<file path="config.mk">
export PLATFORM = sky130hd
export DESIGN_NAME = reg_readout_serializer
export DESIGN_NICKNAME = d
export VERILOG_FILES = /design/src/rtl/reg_readout_serializer_pkg.sv /design/src/rtl/reg_readout_serializer_shifter.sv /design/src/rtl/reg_readout_serializer.sv
export SDC_FILE = /design/constraint.sdc
export NUM_CORES = 1
export LEC_CHECK = 0
export CORE_AREA = 2 2 79 81
export CTS_BUF_LIST = sky130_fd_sc_hd__clkbuf_16
export CTS_CLUSTER_DIAMETER = 40
export CTS_CLUSTER_SIZE = 40
export DETAILED_ROUTE_END_ITERATION = 10
export DIE_AREA = 0 0 81 83
export HOLD_SLACK_MARGIN = 0.12
export PLACE_DENSITY = 0.67
export SETUP_SLACK_MARGIN = 0.3
export SLEW_MARGIN = 15
export SYNTH_ARGS = -nofsm -noshare
export SYNTH_HDL_FRONTEND = slang
export SYNTH_SLANG_ARGS = --single-unit
</file>
<file path="constraint.sdc">
create_clock -name sysClk -period 2.7 [get_ports sysClk]
set_input_delay 0.405 -clock sysClk [delete_from_list [all_inputs] [get_ports sysClk]]
set_output_delay 0.405 -clock sysClk [all_outputs]
set_load 0.05 [all_outputs]
</file>
<file path="src/rtl/reg_readout_serializer_pkg.sv">
// Shared types and helpers for the register readout serializer.
// Exports state_e, nbytes() and cnt_w().
package reg_readout_serializer_pkg;

  typedef enum logic [1:0] {
    ST_IDLE = 2'd0,
    ST_WAIT = 2'd1,
    ST_SEND = 2'd2
  } state_e;

  localparam int TIMEOUT_DEFAULT = 16;

  function automatic int nbytes(input int width);
    return (width + 7) / 8;
  endfunction

  function automatic int cnt_w(input int t);
    return $clog2(t + 1);
  endfunction

  localparam int CNT_W = cnt_w(TIMEOUT_DEFAULT);

endpackage

</file>
<file path="src/rtl/reg_readout_serializer_shifter.sv">
// Byte shifter: loads a zero-extended word, emits one byte per advance.
// Ports: clk/rst, load+load_val, advance, byte_o, last_o.
module reg_word_shifter
  import reg_readout_serializer_pkg::*;
#(
  parameter int REG_WIDTH = 32,
  parameter bit MSB_FIRST = 1'b1
) (
  input  logic                 clk,
  input  logic                 rst,
  input  logic                 load,
  input  logic [REG_WIDTH-1:0] load_val,
  input  logic                 advance,
  output logic [7:0]           byte_o,
  output logic                 last_o
);

  localparam int NB = nbytes(REG_WIDTH);
  localparam int W  = NB * 8;
  localparam int IW = $clog2(NB + 1);

  logic [W-1:0]  word_q, word_d;
  logic [IW-1:0] idx_q, idx_d;

  always_comb begin
    word_d = word_q;
    idx_d  = idx_q;
    if (load) begin
      word_d = W'(load_val);
      idx_d  = '0;
    end else if (advance) begin
      word_d = MSB_FIRST ? (word_q << 8) : (word_q >> 8);
      idx_d  = idx_q + IW'(1);
    end
  end

  always_ff @(posedge clk) begin
    if (rst) begin
      word_q <= '0;
      idx_q  <= '0;
    end else begin
      word_q <= word_d;
      idx_q  <= idx_d;
    end
  end

  assign byte_o = MSB_FIRST ? word_q[W-1 -: 8] : word_q[7:0];
  assign last_o = (idx_q == IW'(NB - 1));

endmodule

</file>
<file path="src/rtl/reg_readout_serializer.sv">
// Register readout engine: decode, strobe, timed wait, byte serialise.
// Ports: instr req/ready, read strobe/vals/valid, byte stream, errors, busy.
module reg_readout_serializer
  import reg_readout_serializer_pkg::*;
#(
  parameter int NUM_REGS       = 4,
  parameter int REG_WIDTH      = 32,
  parameter int ADDR_WIDTH     = 8,
  parameter int ADDR_STRIDE    = 4,
  parameter bit MSB_FIRST      = 1'b1,
  parameter int TIMEOUT_CYCLES = 16
) (
  input  logic                  sysClk,
  input  logic                  sysRst,
  input  logic [ADDR_WIDTH-1:0] reg_addr,
  input  logic                  instr_valid,
  output logic                  instr_ready,
  output logic [NUM_REGS-1:0]   read_strobe,
  input  logic [REG_WIDTH-1:0]  read_vals,
  input  logic                  read_valid,
  output logic [7:0]            byte_out,
  output logic                  byte_valid,
  input  logic                  byte_ready,
  output logic                  byte_last,
  output logic                  addr_error,
  output logic                  timeout_error,
  output logic                  busy
);

  localparam int CW = cnt_w(TIMEOUT_CYCLES);
  localparam int SH = $clog2(ADDR_STRIDE);
  localparam logic [ADDR_WIDTH-1:0] MASK =
    ADDR_WIDTH'(ADDR_STRIDE - 1);

  state_e              state_q, state_d;
  logic [CW-1:0]       cnt_q, cnt_d;
  logic [NUM_REGS-1:0] strobe_q, strobe_d;
  logic                aerr_q, aerr_d;
  logic                terr_q, terr_d;
  logic                bv_q, bv_d;

  logic [ADDR_WIDTH-1:0] addr_idx;
  logic                  addr_ok;
  logic                  sh_load, sh_adv, sh_last;

  assign addr_idx = reg_addr >> SH;
  assign addr_ok  = ((reg_addr & MASK) == '0) &&
                    (32'(addr_idx) < 32'(NUM_REGS));

  always_comb begin
    state_d  = state_q;
    cnt_d    = cnt_q;
    strobe_d = '0;
    aerr_d   = 1'b0;
    terr_d   = 1'b0;
    bv_d     = bv_q;
    sh_load  = 1'b0;
    sh_adv   = 1'b0;
    unique case (state_q)
      ST_IDLE: begin
        if (instr_valid) begin
          if (addr_ok) begin
            state_d  = ST_WAIT;
            strobe_d = NUM_REGS'(1) << addr_idx;
            cnt_d    = '0;
          end else begin
            aerr_d = 1'b1;
          end
        end
      end
      ST_WAIT: begin
        // A read on the last allowed cycle beats the timeout.
        if (read_valid) begin
          sh_load = 1'b1;
          bv_d    = 1'b1;
          state_d = ST_SEND;
        end else if (cnt_q == CW'(TIMEOUT_CYCLES - 1)) begin
          terr_d  = 1'b1;
          state_d = ST_IDLE;
        end else begin
          cnt_d = cnt_q + CW'(1);
        end
      end
      ST_SEND: begin
        if (bv_q && byte_ready) begin
          if (sh_last) begin
            bv_d    = 1'b0;
            state_d = ST_IDLE;
          end else begin
            sh_adv = 1'b1;
          end
        end
      end
      default: state_d = ST_IDLE;
    endcase
  end

  always_ff @(posedge sysClk) begin
    if (sysRst) begin
      state_q  <= ST_IDLE;
      cnt_q    <= '0;
      strobe_q <= '0;
      aerr_q   <= 1'b0;
      terr_q   <= 1'b0;
      bv_q     <= 1'b0;
    end else begin
      state_q  <= state_d;
      cnt_q    <= cnt_d;
      strobe_q <= strobe_d;
      aerr_q   <= aerr_d;
      terr_q   <= terr_d;
      bv_q     <= bv_d;
    end
  end

  reg_word_shifter #(
    .REG_WIDTH (REG_WIDTH),
    .MSB_FIRST (MSB_FIRST)
  ) u_shift (
    .clk      (sysClk),
    .rst      (sysRst),
    .load     (sh_load),
    .load_val (read_vals),
    .advance  (sh_adv),
    .byte_o   (byte_out),
    .last_o   (sh_last)
  );

  assign instr_ready   = (state_q == ST_IDLE);
  assign busy          = (state_q != ST_IDLE);
  assign read_strobe   = strobe_q;
  assign addr_error    = aerr_q;
  assign timeout_error = terr_q;
  assign byte_valid    = bv_q;
  // Shifter index idles on the last byte; only flag it while sending.
  assign byte_last     = sh_last & bv_q;

endmodule

</file>
==> impl_metrics.prom <==
# TYPE chip_impl_metric gauge
chip_impl_info{name="outcome",value="complete, no violations"} 1
chip_impl_metric{name="whs",unit="ps"} 490
chip_impl_metric{name="rows",unit=""} 28
chip_impl_metric{name="max_cap_violations",unit=""} 0
chip_impl_info{name="postSynth.topFlopCell",value="sky130_fd_sc_hd__dfxtp_1"} 1
chip_impl_metric{name="max_freq",unit="MHz"} 449
chip_impl_metric{name="grt_max_degree",unit=""} 37
chip_impl_metric{name="power.static_leakage",unit="nW"} 1.00
chip_impl_metric{name="final_core_util",unit="%"} 51.9
chip_impl_metric{name="clock_tree.buffer_depth",unit=""} 2
chip_impl_metric{name="dp_cell_count",unit=""} 383
chip_impl_info{name="cts.root.buffer_cell",value="sky130_fd_sc_hd__clkbuf_16"} 1
chip_impl_metric{name="fp.dieH",unit="um"} 83
chip_impl_metric{name="timing.critical_path.required",unit="ps"} 2300
chip_impl_metric{name="synth.lib_cells_used.distinct",unit=""} 35
chip_impl_metric{name="max-slew-margin-rel",unit="%"} 65.8
chip_impl_info{name="synthTopCellsByArea",value="sky130_fd_sc_hd__dfxtp_1 43%, sky130_fd_sc_hd__o211ai_1 8.6%, sky130_fd_sc_hd__a31oi_1 5.3%, sky130_fd_sc_hd__nand2_1 4.8%, sky130_fd_sc_hd__nand3_1 4.4%"} 1
chip_impl_metric{name="post-route-drc-count",unit=""} 0
chip_impl_metric{name="cp_data_arrival_time",unit="ps"} 1820
chip_impl_metric{name="post_drt_wl_per_cell",unit="um"} 13.7
chip_impl_metric{name="tightestPinTransition",unit="ps"} 508
chip_impl_metric{name="net_count_final",unit=""} 364
chip_impl_metric{name="synthToLayoutAreaGrowth",unit="%"} 33.8
chip_impl_metric{name="clock_sink_count",unit=""} 49
chip_impl_info{name="tritoncts",value="built"} 1
chip_impl_metric{name="synth_area_per_cell",unit="um2"} 8.36
chip_impl_metric{name="core-area",unit="um2"} 5820
chip_impl_metric{name="synth_seq_cells",unit=""} 49
chip_impl_metric{name="global_route.overflow_total",unit=""} 0
chip_impl_metric{name="fillCellCount",unit=""} 609
chip_impl_metric{name="period_share",unit="%"} 82.6
chip_impl_info{name="criticalPathCategory",value="reg -> out"} 1
chip_impl_metric{name="grt_pass1_vias",unit=""} 1940
chip_impl_metric{name="yosysWarningCount",unit=""} 0
chip_impl_metric{name="post_syn_nets",unit=""} 319
chip_impl_metric{name="drt_iter0_markers",unit=""} 93
chip_impl_metric{name="io_buffers",unit=""} 62
chip_impl_metric{name="route.detailed.vias_per_inst",unit=""} 5.37
chip_impl_metric{name="peakVddDrop",unit="uV"} 234
chip_impl_metric{name="netlist_area_before_placement",unit="um2"} 2260
chip_impl_metric{name="fraction_of_layout_cells_with_a_size_suffix_above_1",unit="%"} 6.65
chip_impl_metric{name="cell_count_after_synthesis",unit=""} 270
chip_impl_metric{name="ys_seq_area_share",unit="%"} 43.5
chip_impl_metric{name="finish.cell_count_without_fillers",unit=""} 391
chip_impl_metric{name="drtAntennaViolNets",unit=""} 0
chip_impl_metric{name="ctsHtreeMaxLevel",unit=""} 2
chip_impl_metric{name="floorplan.io_pins",unit=""} 63
chip_impl_metric{name="numCtsBuffers",unit=""} 5
chip_impl_metric{name="final-max-slew-violation-count",unit=""} 0
chip_impl_metric{name="cp_max_fo",unit=""} 14
chip_impl_metric{name="fin_worst_skew",unit="ps"} 5.87
chip_impl_metric{name="ys_async_sr_fraction",unit="%"} 0
chip_impl_metric{name="initial_antenna_violation_count",unit=""} 0
chip_impl_metric{name="detailedPlacementHpwl",unit="um"} 3630
chip_impl_info{name="yosys.area.top_type",value="sky130_fd_sc_hd__dfxtp_1"} 1
chip_impl_info{name="rsz0062_at_grt",value="false"} 1
chip_impl_metric{name="track_usage",unit="%"} 16.8
chip_impl_info{name="worstSetupEndpointType",value="primary output"} 1
chip_impl_metric{name="antenna-diode-count",unit=""} 0
chip_impl_metric{name="detailroute.via_count",unit=""} 2100
chip_impl_metric{name="drt-total-wl",unit="um"} 5370
chip_impl_info{name="worst_hold_path_type",value="reg -> reg"} 1
chip_impl_metric{name="clk_latency",unit="ps"} 290
chip_impl_metric{name="place.gp.congestion",unit=""} 0.807
chip_impl_metric{name="design.die.area",unit="um2"} 6720
chip_impl_info{name="layout_commonest_cell",value="sky130_fd_sc_hd__clkdlybuf4s50_1"} 1
chip_impl_metric{name="finalSetupViolations",unit=""} 0
chip_impl_metric{name="cts_hold_buffers",unit=""} 0
chip_impl_metric{name="grt_pass1_wl",unit="um"} 9070
chip_impl_metric{name="die_x_extent",unit="um"} 81
chip_impl_metric{name="floorplan.initialDensity",unit="%"} 38.8
chip_impl_info{name="top_library_cells_by_usage_in_the_layout_fill_and_taps_aside",value="61 x sky130_fd_sc_hd__clkdlybuf4s50_1, 49 x sky130_fd_sc_hd__dfxtp_1, 29 x sky130_fd_sc_hd__nand2_1"} 1
chip_impl_metric{name="report.final.hold_viol_count",unit=""} 0
chip_impl_info{name="worst_setup_path_start_kind",value="flip-flop"} 1
chip_impl_metric{name="dr.pass1.iters",unit=""} 4
chip_impl_metric{name="synth_top_cell_area_share",unit="%"} 43.5
chip_impl_metric{name="cellPowerDensity",unit="nW/um2"} 476
chip_impl_metric{name="cts.reportedPaths.clkPinSlew",unit="ps"} 60
chip_impl_metric{name="synth_enable_flop_cells",unit=""} 0
chip_impl_metric{name="timing.final.crit_period",unit="ps"} 2230
chip_impl_metric{name="post-cts-setup-buffer-count",unit=""} 0
chip_impl_metric{name="setup_total_negative_slack",unit="ps"} 0
==> critical path, cell delays in order, from the launching register on <==
cell	delay, ps
sky130_fd_sc_hd__dfxtp_1	570
sky130_fd_sc_hd__nor2_1	110
sky130_fd_sc_hd__inv_1	70
sky130_fd_sc_hd__clkdlybuf4s50_1	790
==> registers in the layout, indices dropped and copies added, names as in the netlist <==
| signal | flops |
|---|---|
| addr_error | 1 |
| timeout_error | 1 |
| read_strobe | 4 |
| cnt_q | 5 |
| state_q | 2 |
| byte_valid | 1 |
| u_shift.word_q | 32 |
| u_shift.idx_q | 3 |
==> logic make-up (layout without fill, tap and decap cells) <==
kind of cell	after synthesis	count (layout)	synth area share, %
and+or+nand+nor	102	102	22.8
adders and majority gates	4	4	2.22
buffers and inverters	40	86	8.59
AOI/OAI and AO/OA	75	75	22.9
DFF	49	49	43.5
==> what timing repair did <==
action,CTS,global route
gates resized for setup,0,1
endpoints found under the setup margin,0,1
hold endpoints to repair,0,0
==> path summary, 6_finish.rpt <==
check | cells after the start | to | slack [ps] | from
hold reg to reg | 2 | u_shift.word_q[5]$_SDFFE_PP0P_ | 490 | u_shift.word_q[5]$_SDFFE_PP0P_
setup / recovery | 3 | busy | 470 | state_q[0]$_SDFFE_PP0P_
setup reg to reg | 6 | cnt_q[3]$_SDFFE_PP0P_ | 570 | cnt_q[0]$_SDFFE_PP0P_
hold / removal | 2 | u_shift.word_q[5]$_SDFFE_PP0P_ | 490 | u_shift.word_q[5]$_SDFFE_PP0P_
==> metal layers <==
metal	wire [um]	part of all wire (%)	global-route usage, %	vias up
met1	2470	46	21.9	960
met2	2530	47	27.1	58
met3	302	5.6	4.13	6
met5	0	0	0	-
li1	-	-	-	1076
met4	74	1.4	4.93	0
==> synthesized netlist by cell type (all sizes together), types with 7 or more instances <==
| library cell | instances |
|---|---|
| a21oi | 13 |
| nor3 | 9 |
| nand3 | 20 |
| nand2 | 29 |
| buf | 20 |
| o211ai | 27 |
| inv | 7 |
| dfxtp | 49 |
| nor2 | 21 |
| a2111oi | 7 |
| a31oi | 19 |
| clkbuf | 13 |
==> area by class of cell <==
cell class	count	area [um2]	share of cell area, %
clock inverter	3	21.3	0.704
timing repair buffer	71	691	22.9
sequential	49	981	32.5
tap	75	93.8	3.11
multi-input combinational	181	1080	35.8
clock buffer	5	125	4.14
inverter	7	26.3	0.870
==> power by group <==
part | internal (W) | leakage [nW] | switching [W]
Sequential | 0.000724 | 0.395 | 0.00000114
Combinational | 0.0000651 | 0.540 | 0.0000349
Clock | 0.000345 | 0.0702 | 0.000268
Total | 0.00113 | 1.00 | 0.000304
==> stage by stage <==
stage	cell area [um2]	setup WS [ps]	power (W)
floorplan	2260	480	0.000765
CTS	3020	326	0.00146
detailed placement	2870	556	0.000842
global route	3020	383	0.00149
finish	3020	470	0.00144
global placement	2870	597	0.000843
(Power assumes the default switching activity.)
